===== config.mk =====
export PLATFORM = sky130hd
export DESIGN_NAME = alu_op_sequencer
export DESIGN_NICKNAME = d
export VERILOG_FILES = /design/src/rtl/stack_cpu_defs.sv /design/src/rtl/operand_stack.sv /design/src/rtl/alu_op_sequencer.sv
export SDC_FILE = /design/constraint.sdc
export NUM_CORES = 1
export LEC_CHECK = 0
export CORE_UTILIZATION = 60
export DETAILED_ROUTE_END_ITERATION = 7
export HOLD_SLACK_MARGIN = 0.05
export PLACE_DENSITY = 0.85
export SLEW_MARGIN = 20
export SYNTH_ARGS = -nofsm -noshare
export SYNTH_HDL_FRONTEND = slang
export SYNTH_HIERARCHICAL = 1
export SYNTH_SLANG_ARGS = --single-unit

===== constraint.sdc =====
create_clock -name clk -period 7.6 [get_ports clk]
set_input_delay 0.76 -clock clk [delete_from_list [all_inputs] [get_ports clk]]
set_output_delay 0.76 -clock clk [all_outputs]
set_load 0.1 [all_outputs]

===== src/rtl/stack_cpu_defs.sv =====
// stack_cpu_defs: shared encodings for the stack CPU command path, ALU opcodes and flag bits.
package stack_cpu_defs;
    typedef enum logic [1:0] {
        K_PUSH = 2'b00,
        K_POP  = 2'b01,
        K_BIN  = 2'b10,
        K_UN   = 2'b11
    } cmd_kind_e;
    typedef enum logic [2:0] {
        ALOP_CPY  = 3'd0,
        ALOP_ADD  = 3'd1,
        ALOP_NEGY = 3'd2,
        ALOP_OR   = 3'd3,
        ALOP_NOTY = 3'd4,
        ALOP_CPX  = 3'd5,
        ALOP_INX  = 3'd6,
        ALOP_DCX  = 3'd7
    } alop_e;
    localparam int FLAG_SF = 0;
    localparam int FLAG_CF = 1;
    localparam int FLAG_ZF = 2;
    localparam int FLAG_OF = 3;
    typedef enum logic [1:0] {S_IDLE, S_OPER, S_EXEC, S_WB} seq_state_e;
endpackage


===== src/rtl/operand_stack.sv =====
// operand_stack: LIFO operand storage with push, pop, TOS replace and binary collapse (pop two, push one).
module operand_stack #(
    parameter int W     = 16,
    parameter int DEPTH = 8
) (
    input  logic                     clk,
    input  logic                     rst_n,
    input  logic                     i_push,
    input  logic                     i_pop,
    input  logic                     i_rep,
    input  logic                     i_rep2,
    input  logic [W-1:0]             i_data,
    output logic [W-1:0]             o_tos,
    output logic [W-1:0]             o_nos,
    output logic [$clog2(DEPTH):0]   o_depth
);
    localparam int AW = $clog2(DEPTH);
    localparam int DW = AW + 1;
    logic [W-1:0]  r_mem [DEPTH];
    logic [AW:0]   r_depth;
    logic [AW-1:0] w_top, w_nos_idx, w_wr_idx;
    assign w_top     = AW'(r_depth - DW'(1));
    assign w_nos_idx = AW'(r_depth - DW'(2));
    assign w_wr_idx  = i_push ? r_depth[AW-1:0] : i_rep2 ? w_nos_idx : w_top;
    assign o_tos     = r_depth == '0 ? '0 : r_mem[w_top];
    assign o_nos     = r_depth < DW'(2) ? '0 : r_mem[w_nos_idx];
    assign o_depth   = r_depth;
    // Storage is never cleared; only the pointer resets.
    always_ff @(posedge clk) begin
        if (i_push || i_rep || i_rep2) r_mem[w_wr_idx] <= i_data;
    end
    always_ff @(posedge clk or negedge rst_n) begin
        if (!rst_n) r_depth <= '0;
        else if (i_push) r_depth <= r_depth + DW'(1);
        else if (i_pop || i_rep2) r_depth <= r_depth - DW'(1);
    end
endmodule


===== src/rtl/alu_op_sequencer.sv =====
// alu_op_sequencer: accepts stack commands and sequences operands through an external ALU.
module alu_op_sequencer
    import stack_cpu_defs::*;
#(
    parameter int W     = 16,
    parameter int DEPTH = 8
) (
    input  logic                     clk,
    input  logic                     rst_n,
    input  logic                     cmd_valid,
    output logic                     cmd_ready,
    input  logic [1:0]               cmd_kind,
    input  logic [2:0]               cmd_alop,
    input  logic [W-1:0]             cmd_data,
    output logic [W-1:0]             alu_x,
    output logic [W-1:0]             alu_y,
    output logic [2:0]               alu_op,
    input  logic [W-1:0]             alu_z,
    input  logic [3:0]               alu_flags,
    output logic [W-1:0]             tos,
    output logic [3:0]               flags,
    output logic [$clog2(DEPTH):0]   depth,
    output logic                     err_ovf,
    output logic                     err_unf,
    input  logic                     err_clr
);
    localparam int DW = $clog2(DEPTH) + 1;
    seq_state_e     r_state, w_next;
    logic           w_acc, w_full, w_empty, w_push, w_pop, w_alu, w_ovf, w_unf, w_oper, w_wb;
    logic           r_bin, r_ovf, r_unf;
    logic [2:0]     r_op, r_alu_op;
    logic [3:0]     r_flags;
    logic [W-1:0]   r_x, r_y, w_nos;
    assign w_acc   = cmd_valid && cmd_ready;
    assign w_full  = depth == DW'(DEPTH);
    assign w_empty = depth == '0;
    assign w_push  = w_acc && cmd_kind == K_PUSH && !w_full;
    assign w_ovf   = w_acc && cmd_kind == K_PUSH && w_full;
    assign w_pop   = w_acc && cmd_kind == K_POP && !w_empty;
    assign w_alu   = w_acc && (cmd_kind == K_BIN ? depth >= DW'(2) : cmd_kind == K_UN && !w_empty);
    assign w_unf   = w_acc && cmd_kind != K_PUSH && !w_pop && !w_alu;
    always_ff @(posedge clk or negedge rst_n) begin
        if (!rst_n) r_state <= S_IDLE;
        else r_state <= w_next;
    end
    always_comb begin
        w_next = r_state == S_IDLE ? (w_alu ? S_OPER : S_IDLE) :
                 r_state == S_OPER ? S_EXEC :
                 r_state == S_EXEC ? S_WB : S_IDLE;
    end
    always_comb begin
        cmd_ready = rst_n && r_state == S_IDLE;
        w_oper    = r_state == S_OPER;
        w_wb      = r_state == S_WB;
    end
    // The command is captured at accept so the ALU opcode is independent of later cmd_* changes.
    always_ff @(posedge clk or negedge rst_n) begin
        if (!rst_n) begin
            r_bin    <= 1'b0;
            r_op     <= '0;
            r_x      <= '0;
            r_y      <= '0;
            r_alu_op <= '0;
            r_flags  <= '0;
            r_ovf    <= 1'b0;
            r_unf    <= 1'b0;
        end else begin
            if (w_alu) begin
                r_bin <= cmd_kind == K_BIN;
                r_op  <= cmd_alop;
            end
            if (w_oper) begin
                r_x      <= r_bin ? w_nos : tos;
                r_y      <= tos;
                r_alu_op <= r_op;
            end
            if (w_wb) r_flags <= alu_flags;
            r_ovf <= w_ovf || (r_ovf && !err_clr);
            r_unf <= w_unf || (r_unf && !err_clr);
        end
    end
    operand_stack #(.W(W), .DEPTH(DEPTH)) u_stack (
        .clk     (clk),
        .rst_n   (rst_n),
        .i_push  (w_push),
        .i_pop   (w_pop),
        .i_rep   (w_wb && !r_bin),
        .i_rep2  (w_wb && r_bin),
        .i_data  (w_push ? cmd_data : alu_z),
        .o_tos   (tos),
        .o_nos   (w_nos),
        .o_depth (depth)
    );
    assign alu_x   = r_x;
    assign alu_y   = r_y;
    assign alu_op  = r_alu_op;
    assign flags   = r_flags;
    assign err_ovf = r_ovf;
    assign err_unf = r_unf;
endmodule


==> impl_metrics.json <==
{
  "status": "complete, no violations",
  "synth_xor_area_share_pct": 0.408,
  "synth-simple-area-share_pct": 2.93,
  "track_usage_pct": 27.5,
  "synth_top_family_by_area": "multiplexers",
  "max_slew_margin_pct": 22.9,
  "crit_type": "reg -> out",
  "gp_congestion": 0.798,
  "cp.required_ns": 6.84,
  "timing.final.ws_setup_ns": 1.85,
  "cp-end-kind": "output port",
  "grt_remaining_overflow": 0,
  "tns_ns": 0,
  "drive_gt1_share_pct": 23.1,
  "grt_pass1_wl_mm": 29.5,
  "cts_setup_buffers": 0,
  "clock_latency_ns": 0.43,
  "worstMarginPinSlew_ns": 1.15,
  "die_w_um": 122,
  "cts_buffers": 17,
  "cts_tree": "yes",
  "postSynthCellCount": 547,
  "synth.net_count": 601,
  "synth.yosys.seq_area_share_pct": 59.6,
  "arrival_ns": 4.99,
  "num_rows": 43,
  "port_buffers": 106,
  "cap_viol_max_count": 0,
  "htree_levels": 4,
  "synth-compound-area-share_pct": 5.39,
  "area_growth_pct": 20.4,
  "hp-class": "in -> async",
  "cts-root-buf": "clkbuf_16",
  "post-route-util_pct": 74.3,
  "cts_sinks": 179,
  "period_share_pct": 75.6,
  "grt_pass1_vias": 5493,
  "clk_pin_slew_ns": 0.06,
  "finalSetupViolCount": 0,
  "clockBufferDepth": 2,
  "hold_viol_final": 0,
  "dieHeight_um": 122,
  "drt-initial-drc-count": 481,
  "critPathMaxFanout": 45,
  "dr.pass1.iters": 5,
  "place_ws_ns": 2.33,
  "synth_fa_ha_area_share_pct": 1.31,
  "vias": 5341,
  "ctsHoldBuffers": 0,
  "die_area_um2": 14800,
  "ys_warn_count": 6,
  "ys_ff_latch": 179,
  "slew_violations": 0,
  "grt_max_degree": 80,
  "finalInstanceArea_um2": 10400,
  "antenna_found_initial": 0,
  "synth_area_per_cell_um2": 15.7,
  "start_util_pct": 61.7,
  "wirelength_mm": 19.3,
  "avgRoutedWirePerCell_um": 22.8,
  "start_kind": "flip-flop",
  "synth.area.mux_share_pct": 24.5,
  "skew_ns": 0.00475,
  "placed_area_um2": 9760,
  "ant_nets": 0,
  "remaining_drc_errors": 0,
  "ys_types": 41,
  "drt-vias-per-instance": 6.31,
  "core-area_um2": 13900,
  "diodes": 0,
  "ios": 107,
  "cts_resized": 0,
  "period_needed_ns": 5.75,
  "dp_hpwl_mm": 12.1,
  "timing.fmax_ghz": 0.174,
  "rsz0062_at_grt": "no",
  "netlist_area_um2": 8600,
  "nNetsFinal": 707
}
[routing by layer]
layer	part of all wire, %	up-vias	track usage (%)	wire length, um
li1	-	2306	-	-
met1	38	2688	34.0	7240
met2	53	308	48.4	10200
met3	7.3	39	4.82	1410
met4	1.9	0	10.7	366
met5	0	-	0	0
[kinds of logic after synthesis]
logic type	after synthesis
flip-flops	179
buffers and inverters	107
adder cells (fa/ha/maj)	9
AO/OA/AOI/OAI	73
XOR/XNOR	4
multiplexers	123
AND/OR/NAND/NOR	52
[placed cells by master (no fill, tap or decap), types with 3 or more instances in the layout]
master / instances
o21ai_0: 9
nor2_1: 27
dfrtp_1: 49
inv_6: 3
bufinv_16: 3
buf_4: 13
nand2_1: 4
clkdlybuf4s50_1: 105
clkinv_2: 3
ha_1: 7
a21oi_1: 20
inv_1: 74
o22ai_1: 33
mux2_2: 42
mux4_1: 5
clkinv_1: 4
clkbuf_16: 17
mux4_2: 59
mux2i_1: 17
nor3_1: 8
edfxtp_1: 128
[stage by stage]
step	hold slack (ns)	instances
floorplan	0.464	547
global placement	0.470	814
detailed placement	0.490	814
CTS	0.494	846
global route	0.517	846
finish	0.487	846
[Yosys cell counts, drive strengths merged]
cell type,n,area share (%)
edfxtp,128,45
inv,74,3.2
mux4,64,17
dfrtp,51,15
mux2,42,5.5
o22ai,33,2.4
nor2,28,1.2
buf,24,2.3
a21oi,20,1.2
mux2i,17,2.0
clkbuf,9,0.39
ha,9,1.3
o21ai,9,0.52
nor3,8,0.47
nand2,4,0.17
nand3,3,0.32
a22oi,2,0.17
and2,2,0.16
nand2b,2,0.15
xnor2,2,0.20
xor2,2,0.20
a2111oi,1,0.32
a211o,1,0.12
a32o,1,0.12
and3b,1,0.10
nand3b,1,0.087
nor2b,1,0.073
o211ai,1,0.087
o21a,1,0.087
o22a,1,0.10
o2bb2ai,1,0.10
o31ai,1,0.087
o41ai,1,0.10
or2,1,0.073
or3b,1,0.10
[final timing paths]
check / startpoint / endpoint / slack, ns / cells after the start
max: u_stack/o_depth[1] / tos[8] / 1.85 / 7
min in group clk: r_op[1] / alu_op[1] / 0.50 / 1
max in group asynchronous: rst_n / u_stack/o_depth[0] / 6.57 / 2
min: rst_n / alu_y[15] / 0.49 / 2
min reg2reg: r_op[1] / alu_op[1] / 0.50 / 1
max reg2reg: u_stack/o_depth[1] / u_stack/r_mem[4][6] / 3.09 / 7
[registers in the layout, indices dropped and copies added (netlist names)]
name / flops
u_stack/r_mem: 128
err_unf: 1
r_bin: 1
r_op: 3
err_ovf: 1
alu_x: 16
u_stack/o_depth: 4
flags: 4
alu_op: 3
alu_y: 16
r_state: 2
[worst max-delay path, cell delays in order (launching register included)]
cell,delay [ns]
dfrtp_2,1.10
inv_1,0.26
ha_2,0.83
buf_4,0.47
mux4_2,0.31
inv_1,0.05
o22ai_1,0.30
clkdlybuf4s50_1,1.21
[final cells by class]
type,count,area (um2)
flip-flops and latches,179,5120
fillers,818,3580
multi-input cells,261,2970
repair buffers,120,1160
clock buffers,17,425
inverters,74,278
well taps,180,225
clock inverters,15,161
Power is not shown: default switching activity piles up to over one toggle a cycle in this logic, so the estimate is an artifact.
